$ cat src/rtl/mux_scan_serializer.sv
// Parallel-to-serial front end for an external combinational 8:1 mux: holds a word on the mux
// inputs, walks the selects through all eight positions and registers the mux output per step.
module mux_scan_serializer #(
    parameter bit MSB_FIRST = 1'b0
) (
    input  logic       clk,
    input  logic       rst,
    input  logic [7:0] din,
    input  logic       din_valid,
    output logic       din_ready,
    output logic [7:0] mux_i,
    output logic       s0,
    output logic       s1,
    output logic       s2,
    input  logic       mux_y,
    output logic       sout,
    output logic       sout_valid,
    input  logic       sout_ready,
    output logic       sout_first,
    output logic       sout_last,
    output logic       busy
);

    typedef enum logic [0:0] {StIdle, StScan} state_e;

    state_e     state_q, state_d;
    logic [2:0] cnt_q, cnt_d;
    logic [7:0] hold_q, hold_d;
    logic       sout_q, sout_d;
    logic       valid_q, valid_d;
    logic       first_q, first_d;
    logic       last_q, last_d;

    logic [2:0] sel;
    logic       adv;
    logic       accept;

    // Selects come straight from the step counter so the mux settles within the cycle.
    assign sel = MSB_FIRST ? (3'd7 - cnt_q) : cnt_q;
    assign {s2, s1, s0} = sel;
    assign mux_i = hold_q;

    assign adv       = !valid_q || sout_ready;
    assign din_ready = !rst && ((state_q == StIdle) ||
                                ((state_q == StScan) && (cnt_q == 3'd7) && adv));
    assign accept    = din_valid && din_ready;

    assign sout       = sout_q;
    assign sout_valid = valid_q;
    assign sout_first = first_q;
    assign sout_last  = last_q;
    assign busy       = (state_q == StScan);

    always_comb begin
        state_d = state_q;
        cnt_d   = cnt_q;
        hold_d  = hold_q;
        sout_d  = sout_q;
        valid_d = valid_q;
        first_d = first_q;
        last_d  = last_q;

        unique case (state_q)
            StIdle: begin
                if (valid_q && sout_ready) begin
                    valid_d = 1'b0;
                    first_d = 1'b0;
                    last_d  = 1'b0;
                end
            end
            StScan: begin
                if (adv) begin
                    sout_d  = mux_y;
                    valid_d = 1'b1;
                    first_d = (cnt_q == 3'd0);
                    last_d  = (cnt_q == 3'd7);
                    cnt_d   = cnt_q + 3'd1;
                    if (cnt_q == 3'd7) begin
                        state_d = StIdle;
                    end
                end
            end
            default: state_d = StIdle;
        endcase

        // A new word may load on the same edge that captures the last bit of the previous one.
        if (accept) begin
            hold_d  = din;
            cnt_d   = 3'd0;
            state_d = StScan;
        end
    end

    always_ff @(posedge clk or posedge rst) begin
        if (rst) begin
            state_q <= StIdle;
            cnt_q   <= 3'd0;
            hold_q  <= 8'h00;
            sout_q  <= 1'b0;
            valid_q <= 1'b0;
            first_q <= 1'b0;
            last_q  <= 1'b0;
        end else begin
            state_q <= state_d;
            cnt_q   <= cnt_d;
            hold_q  <= hold_d;
            sout_q  <= sout_d;
            valid_q <= valid_d;
            first_q <= first_d;
            last_q  <= last_d;
        end
    end

endmodule

$ cat config.mk
export PLATFORM = sky130hd
export DESIGN_NAME = mux_scan_serializer
export DESIGN_NICKNAME = d
export VERILOG_FILES = /design/src/rtl/mux_scan_serializer.sv
export SDC_FILE = /design/constraint.sdc
export NUM_CORES = 1
export LEC_CHECK = 0
export BUFFER_PORTS_ARGS = -buffer_cell sky130_fd_sc_hd__buf_2
export CAP_MARGIN = 20
export CORE_ASPECT_RATIO = 1.1
export CORE_MARGIN = 2
export CORE_UTILIZATION = 50
export CTS_BUF_LIST = sky130_fd_sc_hd__clkbuf_8
export DETAILED_ROUTE_END_ITERATION = 6
export PLACE_DENSITY = 0.79
export REMOVE_ABC_BUFFERS = 1
export SLEW_MARGIN = 20
export SYNTH_ARGS = -nofsm -noshare
export SYNTH_HDL_FRONTEND = slang
export SYNTH_SLANG_ARGS = --single-unit
$ cat constraint.sdc
create_clock -name clk -period 4.9 [get_ports clk]
set_input_delay 0.735 -clock clk [delete_from_list [all_inputs] [get_ports clk]]
set_output_delay 0.735 -clock clk [all_outputs]
set_load 0.03 [all_outputs]
; After elaboration in Yosys (flattened, before gate mapping)
; Cells that the tools add are included.
[totals]
ff_bits = 16
latchBits = 0
ramBits = 0
mem_bits_ro = 0
inputBits = 13
output_inout_bits = 17
elab_cells = 41
memories = 0
[classes]
addsub = 1
mul = 0
div = 0
order_cmp = 0
eq_ne = 3
n_shift = 0
n_mux = 14
bitwise = 1
n_reduce_logical = 15
[op_table]
columns = cell, count
row1 = $mux 3, 3
row2 = $mux 1, 8
row3 = $pmux 1 s2, 3
row4 = $reduce_and 2->1, 3
row5 = $logic_and 1x1->1, 5
row6 = $ne 2x1->1 const B, 2
row7 = $reduce_bool 2->1, 2
row8 = $add 3x1->3 const B, 1
row9 = $eq 3x3->1 const B, 1
row10 = $logic_not 3->1, 1
row11 = $logic_not 1->1, 2
row12 = $logic_or 1x1->1, 2
row13 = $not 1->1, 1

; Depth between registers and ports, before layout
; Gate-level depths: netlist (run 1).
[logic_depth]
ltp_word = 8
ltp_mapped = 5
mapped_depth_nobuf = 4

; Least setup slack after synthesis (run 1)
; OpenSTA, ideal clock, no wires.
[synth_path]
kind = input port to output port
start = input sout_ready
end = output din_ready
arrival_ps = 1665
t_required_ps = 4165
setup_slack_ps = 2500
path_stages = 4
cell_sequence = nand2b_1 -> clkbuf_1 -> nand2_1 -> a21oi_1
[synth_between]
elab_chain_cells = 4
[synth_rtl]
columns = element, line_no
row1 = start: declaration, 18  ; input logic sout_ready,
row2 = $logic_or 1x1->1, 43  ; assign adv = !valid_q || sout_ready;
row3 = $logic_and 1x1->1, 45  ; ((state_q == StScan) && (cnt_q == 3'd7) && adv));
row4 = $logic_or 1x1->1, 44  ; assign din_ready = !rst && ((state_q == StIdle) ||
row5 = $logic_and 1x1->1, 44
row6 = end: declaration, 10  ; output logic din_ready,
; No other way between the ends.

; Final worst setup path (run 1)
; Ends and elaborated chain as after synthesis.

==> impl_metrics.env, run 1 <==
export IMPL_outcome="completed"
export IMPL_number_of_buffers_on_the_longest_clock_path=2
export IMPL_ctsResizeCount=0
export IMPL_post_synth_top_count_cell="dfrtp_1"
export IMPL_initial_utilization=0.544
export IMPL_grt_antenna_before_repair=0
export IMPL_maxClockFrequency_ghz=0.431
export IMPL_final_setup_skew_ps=4.31
export IMPL_cts_inserted_buffers=3
export IMPL_worst_hold_path_type="flip-flop to flip-flop"
export IMPL_layout_fillers=108
export IMPL_report_final_hold_viol_count=0
export IMPL_detail_route_wirelength_um=1460
export IMPL_global_route_wire_length_before_repair_um=2350
export IMPL_worst_endpoint_arrival_ps=1590
export IMPL_finalNetCount=106
export IMPL_grt_remaining_overflow=0
export IMPL_synthDominantAreaCellType="dfrtp_1"
export IMPL_postCtsHoldBufs=0
export IMPL_placeable_core_region_um2=1380
export IMPL_post_synth_cell_area_avg_um2=12.8
export IMPL_postSynth_asyncResetShare=1.00
export IMPL_setup_tns_final_ps=0
export IMPL_finish_utilization=0.684
export IMPL_relative_contribution_of_combinational_cells_to_total_power=0.470
export IMPL_netlist_instances=59
export IMPL_worst_slew_margin_rel=0.615
export IMPL_power_density_nw_per_um2=681
export IMPL_netlist_area_leader_share=0.532
export IMPL_setup_ws_ps=2580
export IMPL_max_ir_drop_vdd_v=0.000338
export IMPL_post_synth_instance_area_um2=753
export IMPL_crit_path_max_fanout=8
export IMPL_cts_reportedPaths_clkPinSlew_ps=60
export IMPL_pre_cts_slack_ps=2580
export IMPL_areaGrowthSynthToFinish_pct=25.7
export IMPL_cts_htree_levels=1
export IMPL_post_cts_setup_buffers=0
export IMPL_clkSinkCount=16
export IMPL_route_detailed_vias_per_inst=5.25
export IMPL_seq_area_frac_synth=0.532
export IMPL_number_of_vias_after_detailed_routing=551
export IMPL_ys_top_cells_by_count="dfrtp_1, mux2_4, o21ai_0"
export IMPL_p_seq_frac=0.354
export IMPL_grt_pass1_vias=568
export IMPL_max_cap_viol_count=0
export IMPL_ys_seq_elements=16
export IMPL_static_leakage_power_nw=0.504
export IMPL_die_h_um=44.7
export IMPL_fin_cells=105
export IMPL_groute_usage_overall=0.200
export IMPL_detailedRoute_firstIterationViolations=9
export IMPL_setup_viol=0
export IMPL_routability_congestion_estimate_from_global_placement=0.734
export IMPL_die_w_um=41.0
export IMPL_numPortBuffers=29
export IMPL_netlist_cell_type_count=18
export IMPL_cp_data_required_time_ps=4160
export IMPL_largest_net_degree_at_the_start_of_global_routing=17
export IMPL_type_of_destination_of_the_critical_path="primary output"
export IMPL_post_route_period_util=0.473
export IMPL_drt_pass1_iterations=4
export IMPL_period_minus_slack_ps=2320
export IMPL_die_area_um2=1830
export IMPL_netSwitchingFraction=0.419
export IMPL_cellInternalPower_mw=0.375
export IMPL_detail_route_wl_per_cell_um=13.9
export IMPL_p_switching_mw=0.270
export IMPL_post_route_drc_count=0
export IMPL_synthesis_yosys_warnings=0
export IMPL_insertedDiodeCount=0
export IMPL_timing_worst_setup_path_type="input pin to primary output"
export IMPL_tightest_slew_ps=576
export IMPL_grt_setup_unrepaired="no"
export IMPL_synth_top_cells_by_area="dfrtp_1, mux2_4, ha_1"
export IMPL_detail_route_antenna_nets=0
export IMPL_synth_enable_flop_cells=0
export IMPL_slew_violations=0
export IMPL_synthFlopType="dfrtp_1"
export IMPL_io_pins=30
export IMPL_power_frac_clock=0.176
export IMPL_worstSetupStartpointType="input pin"
export IMPL_rows=14
export IMPL_dp_cells=101
export IMPL_clkLatencyLatePin_ps=250
export IMPL_post_route_cells_drive_above_1_share=0.494
export IMPL_cts_tree="done"
export IMPL_clk_root_buffer_cell="clkbuf_8"
==> per-layer routing <==
metal / GRT usage / part of all wire / vias up
met5: 0 / 0 / -
met1: 0.221 / 0.40 / 263
li1: - / - / 265
met2: 0.325 / 0.53 / 19
met4: 0.100 / 0.016 / 0
met3: 0.0739 / 0.057 / 4
==> worst paths after layout <==
kind | slack (ps) | start | end | depth (start not counted)
max | 2580 | sout_ready | din_ready | 5
min | 490 | sout_first | sout_first | 1
max reg2reg | 3270 | cnt_q[0] | mux_i[7] | 4
min reg2reg | 490 | sout_first | sout_first | 1
max in group asynchronous | 3960 | rst | cnt_q[2] | 2
min in group asynchronous | 560 | rst | mux_i[1] | 2
==> cell usage in the layout, fill, tap and decap left out <==
master     count
a21o_2         1
a21oi_1        4
a32o_1         1
buf_2         29
clkbuf_8       4
dfrtp_1       16
ha_1           3
inv_1          3
inv_6          1
mux2_2         1
mux2_4         7
nand2_1        4
nand2b_1       1
nand3_1        4
nor2b_1        3
o21ai_0        5
o221a_4        1
o2bb2ai_1      1
==> sequential cells by signal (all words and copies together) (netlist names) <==
name	flops
busy	1
cnt_q	3
mux_i	8
sout	1
sout_first	1
sout_last	1
sout_valid	1
==> power groups by stage <==
stage / Sequential [mW] / Combinational (mW) / Clock [mW]
after floorplan: 0.337 / 0.110 / 0
after global placement: 0.227 / 0.298 / 0
after detailed placement: 0.230 / 0.303 / 0
after CTS: 0.229 / 0.306 / 0.116
after global routing: 0.236 / 0.322 / 0.127
final: 0.228 / 0.303 / 0.113
==> critical path, stage by stage <==
cell and delay (ps):
buf_2 100, nand2b_1 250, nand2_1 140, a21oi_1 150, buf_2 210
==> through the flow <==
step	hold slack (ps)	instance area [um2]	total power, mW
6_report	493	947	0.645
5_1_grt	523	947	0.685
4_1_cts	504	947	0.652
3_5_place_dp	489	892	0.533
3_3_place_gp	481	892	0.525
2_1_floorplan	649	727	0.447
==> cell type report <==
| class | count | area (um2) | share of cell area |
|---|---|---|---|
| clock buffers | 4 | 55.1 | 0.0581 |
| inverters | 4 | 20.0 | 0.0211 |
| multi-input cells | 36 | 307 | 0.324 |
| flip-flops and latches | 16 | 400 | 0.423 |
| well taps | 16 | 20.0 | 0.0211 |
| repair buffers | 29 | 145 | 0.153 |
==> kinds of logic (layout without fill, tap and decap cells) <==
logic type / count (synthesis) / after routing / synth area share
compound gates: 13 / 13 / 0.123
fa+ha+maj: 3 / 3 / 0.0498
buf+inv: 7 / 37 / 0.0615
flops: 16 / 16 / 0.532
mux: 8 / 8 / 0.154
simple gates: 12 / 12 / 0.0797
Note: power is estimated with default switching activity, not from simulation.
==> inputs of run 2 (changes only) <==
--- a/config.mk
+++ b/config.mk
@@ -9,10 +9,10 @@
 export CAP_MARGIN = 20
 export CORE_ASPECT_RATIO = 1.1
 export CORE_MARGIN = 2
-export CORE_UTILIZATION = 50
+export CORE_UTILIZATION = 49
 export CTS_BUF_LIST = sky130_fd_sc_hd__clkbuf_8
 export DETAILED_ROUTE_END_ITERATION = 6
-export PLACE_DENSITY = 0.79
+export PLACE_DENSITY = 0.78
 export REMOVE_ABC_BUFFERS = 1
 export SLEW_MARGIN = 20
 export SYNTH_ARGS = -nofsm -noshare
==> constraint.sdc (replaced) <==
create_clock -name clk -period 2.4 [get_ports clk]
set_input_delay 0.36 -clock clk [delete_from_list [all_inputs] [get_ports clk]]
set_output_delay 0.36 -clock clk [all_outputs]
set_load 0.03 [all_outputs]
==> run 2 against run 1 <==
Against the previous run:
- register-to-register slack worse by 2500 ps
- utilization decreased by 1.8 points
- clock power grew 68%
- critical path depth did not move
- hold slack got worse by 310 ps
- sequential cell count did not move
- routed wire length fell by 8.6%
- sequential share of layout area is 0.62 points higher
- non-clock buffer count stayed put
- global-route usage fell by 2.7 points
- via count is 2.5% lower
==> impl_metrics.env, run 2 (synthesis gave the netlist of run 1 again) <==
export IMPL_outcome="completed"
export IMPL_cts_tree="done"
export IMPL_cp_data_required_time_ps=2040
export IMPL_numPortBuffers=29
export IMPL_placeable_core_region_um2=1400
export IMPL_max_cap_viol_count=0
export IMPL_final_cell_mix="buf_2, dfrtp_1, mux2_4, o21ai_0"
export IMPL_cts_inserted_buffers=3
export IMPL_fin_cells=104
export IMPL_power_density_nw_per_um2=1360
export IMPL_layout_fillers=124
export IMPL_areaGrowthSynthToFinish_pct=23.9
export IMPL_grt_setup_unrepaired="no"
export IMPL_cts_reportedPaths_clkPinSlew_ps=60
export IMPL_worstSetupStartpointType="flip-flop"
export IMPL_setup_tns_final_ps=0
export IMPL_post_route_period_util=0.753
export IMPL_route_detailed_vias_per_inst=5.16
export IMPL_setup_slack_reg_to_reg_ps=780
export IMPL_number_of_buffers_on_the_longest_clock_path=2
export IMPL_worst_hold_path_type="input pin to asynchronous set/reset pin"
export IMPL_worst_slew_margin_rel=0.616
export IMPL_initial_utilization=0.537
export IMPL_setup_ws_ps=592
export IMPL_postCtsHoldBufs=0
export IMPL_largest_net_degree_at_the_start_of_global_routing=17
export IMPL_largest_register_ff_count=8
export IMPL_crit_path_max_fanout=4
export IMPL_area_sequential_um2=400
export IMPL_detail_route_wirelength_um=1340
export IMPL_groute_usage_overall=0.173
export IMPL_post_cts_setup_buffers=0
export IMPL_grt_remaining_overflow=0
export IMPL_timing_worst_setup_path_type="flip-flop to primary output"
export IMPL_report_final_hold_viol_count=0
export IMPL_clk_root_buffer_cell="clkbuf_8"
export IMPL_dpl_wire_length_um=1030
export IMPL_io_pins=30
export IMPL_routability_congestion_estimate_from_global_placement=0.713
export IMPL_type_of_destination_of_the_critical_path="primary output"
export IMPL_setup_viol=0
export IMPL_post_route_cells_drive_above_1_share=0.489
export IMPL_detail_route_antenna_nets=0
export IMPL_drt_pass1_iterations=3
export IMPL_insertedDiodeCount=0
export IMPL_layout_cells_most_common="buf_2"
export IMPL_ctsResizeCount=0
export IMPL_multi_input_gate_area_um2=307
export IMPL_die_area_um2=1870
export IMPL_number_of_vias_after_detailed_routing=537
export IMPL_worst_endpoint_arrival_ps=1450
export IMPL_finalNetCount=106
export IMPL_cts_htree_levels=1
export IMPL_max_ir_drop_vdd_v=0.000749
export IMPL_dp_cells=101
export IMPL_grt_antenna_before_repair=0
export IMPL_post_route_drc_count=0
export IMPL_detailedRoute_firstIterationViolations=4
export IMPL_die_h_um=45.1
export IMPL_tightest_slew_ps=575
export IMPL_period_minus_slack_ps=1810
export IMPL_clkLatencyLatePin_ps=240
export IMPL_die_w_um=41.4
export IMPL_global_route_wire_length_before_repair_um=2130
export IMPL_finish_utilization=0.666
export IMPL_rows=14
export IMPL_maxClockFrequency_ghz=0.553
export IMPL_clkSinkCount=16
export IMPL_grt_pass1_vias=517
export IMPL_detail_route_wl_per_cell_um=12.9
export IMPL_final_setup_skew_ps=4.83
export IMPL_pre_cts_slack_ps=788
export IMPL_static_leakage_power_nw=0.497
export IMPL_slew_violations=0
export IMPL_design_power_total_mw=1.27
[run 2: final timing paths]
check | from | to | cells past startpoint
hold reg to reg | sout_last | sout_last | 1
setup / recovery | cnt_q[0] | din_ready | 5
setup reg to reg | cnt_q[0] | mux_i[5] | 4
max in group asynchronous | rst | cnt_q[1] | 2
min in group clk | din[0] | mux_i[0] | 2
hold / removal | rst | mux_i[3] | 2
[run 2: layout make-up]
class,instances,area share
clock buffers,3,0.0442
inverters,4,0.0214
multi-input cells,36,0.328
flip-flops and latches,16,0.429
well taps,16,0.0214
repair buffers,29,0.155
[run 2: critical path, cell delays in order, from the launching register on]
cell     delay, ps
dfrtp_1        410
ha_1           220
ha_1           210
nand2_1        110
a21oi_1         70
buf_2          190
[run 2: routing by layer]
layer,GRT usage,share of wire,up-vias,routed length (um)
met5,0,0,-,0
met4,0.0774,0,0,0
met3,0.0296,0.057,0,76
met2,0.281,0.50,18,675
met1,0.218,0.44,256,586
li1,-,-,263,-
[run 2: per-stage QoR]
step | area, um2 | hold WS, ps
global route | 933 | 242
finish | 933 | 185
floorplan | 727 | 274
detailed placement | 892 | 472
CTS | 933 | 211
global placement | 892 | 468
[run 2: power breakdown]
part / switching [mW] / leakage [nW] / internal (mW)
clock network: 0.0787 / 0.0216 / 0.111
logic: 0.378 / 0.282 / 0.236
registers: 0.0842 / 0.194 / 0.383
total: 0.541 / 0.497 / 0.730
==> inputs of run 3 (changes only) <==
--- a/config.mk
+++ b/config.mk
@@ -5,14 +5,15 @@
 export SDC_FILE = /design/constraint.sdc
 export NUM_CORES = 1
 export LEC_CHECK = 0
+export ABC_AREA = 1
 export BUFFER_PORTS_ARGS = -buffer_cell sky130_fd_sc_hd__buf_2
 export CAP_MARGIN = 20
 export CORE_ASPECT_RATIO = 1.1
 export CORE_MARGIN = 2
-export CORE_UTILIZATION = 49
+export CORE_UTILIZATION = 44
 export CTS_BUF_LIST = sky130_fd_sc_hd__clkbuf_8
 export DETAILED_ROUTE_END_ITERATION = 6
-export PLACE_DENSITY = 0.78
+export PLACE_DENSITY = 0.73
 export REMOVE_ABC_BUFFERS = 1
 export SLEW_MARGIN = 20
 export SYNTH_ARGS = -nofsm -noshare
==> constraint.sdc (replaced) <==
create_clock -name clk -period 1.5 [get_ports clk]
set_input_delay 0.225 -clock clk [delete_from_list [all_inputs] [get_ports clk]]
set_output_delay 0.225 -clock clk [all_outputs]
set_load 0.03 [all_outputs]
==> run 3 against run 2 <==
Against the previous run:
- power up 83%
- routed wire length up 24%
- sequential power increased by 63%
- utilization is 1.1 points lower
- cell count is 36% higher
- hold slack got worse by 3.7 ps
- design area increased by 13%
- non-clock buffer count increased by 8
- synthesized cell count rose by 44%
- highest routed layer is now met4
==> impl_metrics.env, run 3 <==
export IMPL_outcome="completed"
export IMPL_finalNetCount=142
export IMPL_setup_tns_final_ps=0
export IMPL_timing_hold_ws_ps=181
export IMPL_global_route_usage_met3=0.0453
export IMPL_synthDominantAreaCellType="dfrtp_1"
export IMPL_crit_path_max_fanout=2
export IMPL_placeable_core_region_um2=1610
export IMPL_fin_cells=141
export IMPL_final_cell_mix="nand2_1, buf_2, dfrtp_1, inv_1, nand4_1"
export IMPL_tightest_slew_ps=242
export IMPL_global_route_wire_length_before_repair_um=2670
export IMPL_design_power_total_mw=2.33
export IMPL_grt_pass1_vias=640
export IMPL_detailedRoute_firstIterationViolations=3
export IMPL_postSynth_asyncResetShare=1.00
export IMPL_groute_usage_overall=0.179
export IMPL_grt_busiest_layer="met2"
export IMPL_maxClockFrequency_ghz=0.676
export IMPL_ys_seq_elements=16
export IMPL_cts_htree_levels=1
export IMPL_post_synth_instance_area_um2=769
export IMPL_min_delay_worst_endpoint="sout"
export IMPL_seq_area_frac_synth=0.520
export IMPL_route_detailed_vias_per_inst=4.88
export IMPL_detail_route_antenna_nets=0
export IMPL_cp_data_required_time_ps=1270
export IMPL_worst_hold_path_num_cells=3
export IMPL_largest_family_of_logic_cells_by_synthesized_area="simple AND/OR/NAND/NOR gates"
export IMPL_max_stage_delay_ps=360
export IMPL_synth_xor_xnor_area_share=0
export IMPL_synth_enable_flop_cells=0
export IMPL_netlist_instances=85
export IMPL_synthFlopType="dfrtp_1"
export IMPL_synth_compound_area_frac=0.00650
export IMPL_timing_critical_path_cells="ha_2, ha_4, nand2_4, a21oi_2, buf_6"
export IMPL_max_cap_viol_count=0
export IMPL_dpl_wire_length_um=1160
export IMPL_largest_register_ff_count=8
export IMPL_grt_use_met1=0.200
export IMPL_grt_setup_unrepaired="yes"
export IMPL_numPortBuffers=29
export IMPL_grt_remaining_overflow=0
export IMPL_routability_congestion_estimate_from_global_placement=0.782
export IMPL_clkLatencyLatePin_ps=240
export IMPL_die_area_um2=2100
export IMPL_die_w_um=43.9
export IMPL_worstSetupStartpointType="flip-flop"
export IMPL_yosys_area_share_adder=0.0488
export IMPL_synth_top_cells_by_area="dfrtp_1, nand2_1, nand4_1"
export IMPL_placed_area_um2=926
export IMPL_power_density_nw_per_um2=2200
export IMPL_cts_reportedPaths_clkPinSlew_ps=60
export IMPL_detail_route_wl_per_cell_um=11.8
export IMPL_yosys_mux_area_fraction=0
export IMPL_synthesis_yosys_warnings=0
export IMPL_number_of_vias_after_detailed_routing=688
export IMPL_grt_antenna_before_repair=0
export IMPL_period_minus_slack_ps=1480
export IMPL_reg2regPathDepth=8
export IMPL_type_of_destination_of_the_critical_path="primary output"
export IMPL_post_synth_cell_area_avg_um2=9.05
export IMPL_setup_slack_reg_to_reg_ps=120
export IMPL_area_sequential_um2=400
export IMPL_netlist_cell_type_count=14
export IMPL_report_final_hold_viol_count=0
export IMPL_initial_utilization=0.477
export IMPL_setup_viol=0
export IMPL_layout_cells_most_common="nand2_1"
export IMPL_critical_path_reg2reg_startpoint="cnt_q[0]"
export IMPL_largest_net_degree_at_the_start_of_global_routing=13
export IMPL_detail_route_wirelength_um=1660
export IMPL_post_synth_top_count_cell="nand2_1"
export IMPL_die_h_um=47.9
export IMPL_timing_worst_setup_path_type="flip-flop to primary output"
export IMPL_ys_top_cells_by_count="nand2_1, dfrtp_1, inv_1, nand4_1"
export IMPL_post_synth_and_or_nand_nor_area_fraction=0.348
export IMPL_multi_input_gate_area_um2=347
export IMPL_regToRegEndpoint="mux_i[6]"
export IMPL_rows=15
export IMPL_drt_pass1_iterations=4
export IMPL_grt_util_met2=0.329
export IMPL_slew_violations=0
export IMPL_crit_path_top_delay_cell="dfrtp_1"
export IMPL_post_route_drc_count=0
export IMPL_worst_endpoint_arrival_ps=1260
export IMPL_areaGrowthSynthToFinish_pct=37.4
export IMPL_worst_slew_margin_rel=0.839
export IMPL_cts_tree="done"
export IMPL_post_route_cells_drive_above_1_share=0.403
export IMPL_layout_fillers=138
export IMPL_dp_cells=131
export IMPL_insertedDiodeCount=0
export IMPL_clk_root_buffer_cell="clkbuf_8"
export IMPL_number_of_buffers_on_the_longest_clock_path=2
export IMPL_final_design_instance_area_without_fill_um2=1060
export IMPL_final_setup_skew_ps=1.13
export IMPL_post_route_period_util=0.987
export IMPL_cts_inserted_buffers=3
export IMPL_netlist_area_leader_share=0.520
export IMPL_worst_hold_path_type="input pin to flip-flop"
export IMPL_max_ir_drop_vdd_v=0.00110
export IMPL_holdCritStartpoint="mux_y"
export IMPL_io_pins=30
export IMPL_clkSinkCount=16
export IMPL_static_leakage_power_nw=0.617
-- run 3: repair_timing --
| action | CTS | global route |
|---|---|---|
| gates cloned | 0 | 1 |
| gates resized for setup | 4 | 3 |
| endpoints found under the setup margin | 1 | 4 |
| hold endpoints to repair | 4 | 0 |
| hold buffers | 1 | 0 |
| pin swaps | 2 | 1 |
| buffers inserted | 4 | 1 |
-- run 3: critical path: cells and delay by family (launching register included) --
kind                     cells  cell delay (ps)
AO/OA/AOI/OAI                1              130
adder cells (fa/ha/maj)      2              340
buffers and inverters        1              140
flip-flops                   1              360
AND/OR/NAND/NOR              1               50
-- run 3: worst max-delay path by stage --
stage / cells past startpoint / to / slack [ps] / startpoint
after floorplan: 4 / din_ready / -210 / cnt_q[1]
after global placement: 5 / din_ready / 160 / cnt_q[0]
after detailed placement: 7 / mux_i[5] / 130 / cnt_q[0]
after CTS: 5 / din_ready / 10 / cnt_q[1]
after global routing: 5 / din_ready / -40 / cnt_q[0]
final: 5 / din_ready / 20 / cnt_q[0]
-- run 3: cells by family (layout without fill, tap and decap cells) --
family | count (synthesis) | count (layout)
AOI/OAI and AO/OA | 1 | 1
adders and majority gates | 3 | 3
buffers and inverters | 11 | 49
DFF | 16 | 16
and+or+nand+nor | 54 | 55
-- run 3: layer usage --
layer / share of wire / wire [um] / vias up
met5: 0 / 0 / -
met4: 0.0048 / 8 / 0
met3: 0.058 / 96 / 2
met2: 0.53 / 881 / 22
met1: 0.41 / 672 / 311
li1: - / - / 353
-- run 3: final cells by class --
| cell class | count | area share |
|---|---|---|
| flip-flops and latches | 16 | 0.379 |
| clock buffers | 3 | 0.0391 |
| repair buffers | 37 | 0.202 |
| multi-input cells | 59 | 0.328 |
| well taps | 17 | 0.0201 |
| inverters | 9 | 0.0320 |
-- run 3: report_power, final --
group / switching [mW] / total [mW] / leakage [nW] / internal (mW)
Combinational: 0.845 / 1.26 / 0.398 / 0.413
Clock: 0.127 / 0.305 / 0.0216 / 0.177
Sequential: 0.140 / 0.763 / 0.197 / 0.623
Total: 1.11 / 2.33 / 0.617 / 1.21
-- run 3: per-stage QoR --
| stage | utilization | worst slack, ps |
|---|---|---|
| 2_1_floorplan | - | -207 |
| 3_3_place_gp | 0.574 | 161 |
| 3_5_place_dp | 0.574 | 125 |
| 4_1_cts | 0.635 | 13.5 |
| 5_1_grt | 0.655 | -35.5 |
| 6_report | 0.655 | 19.8 |
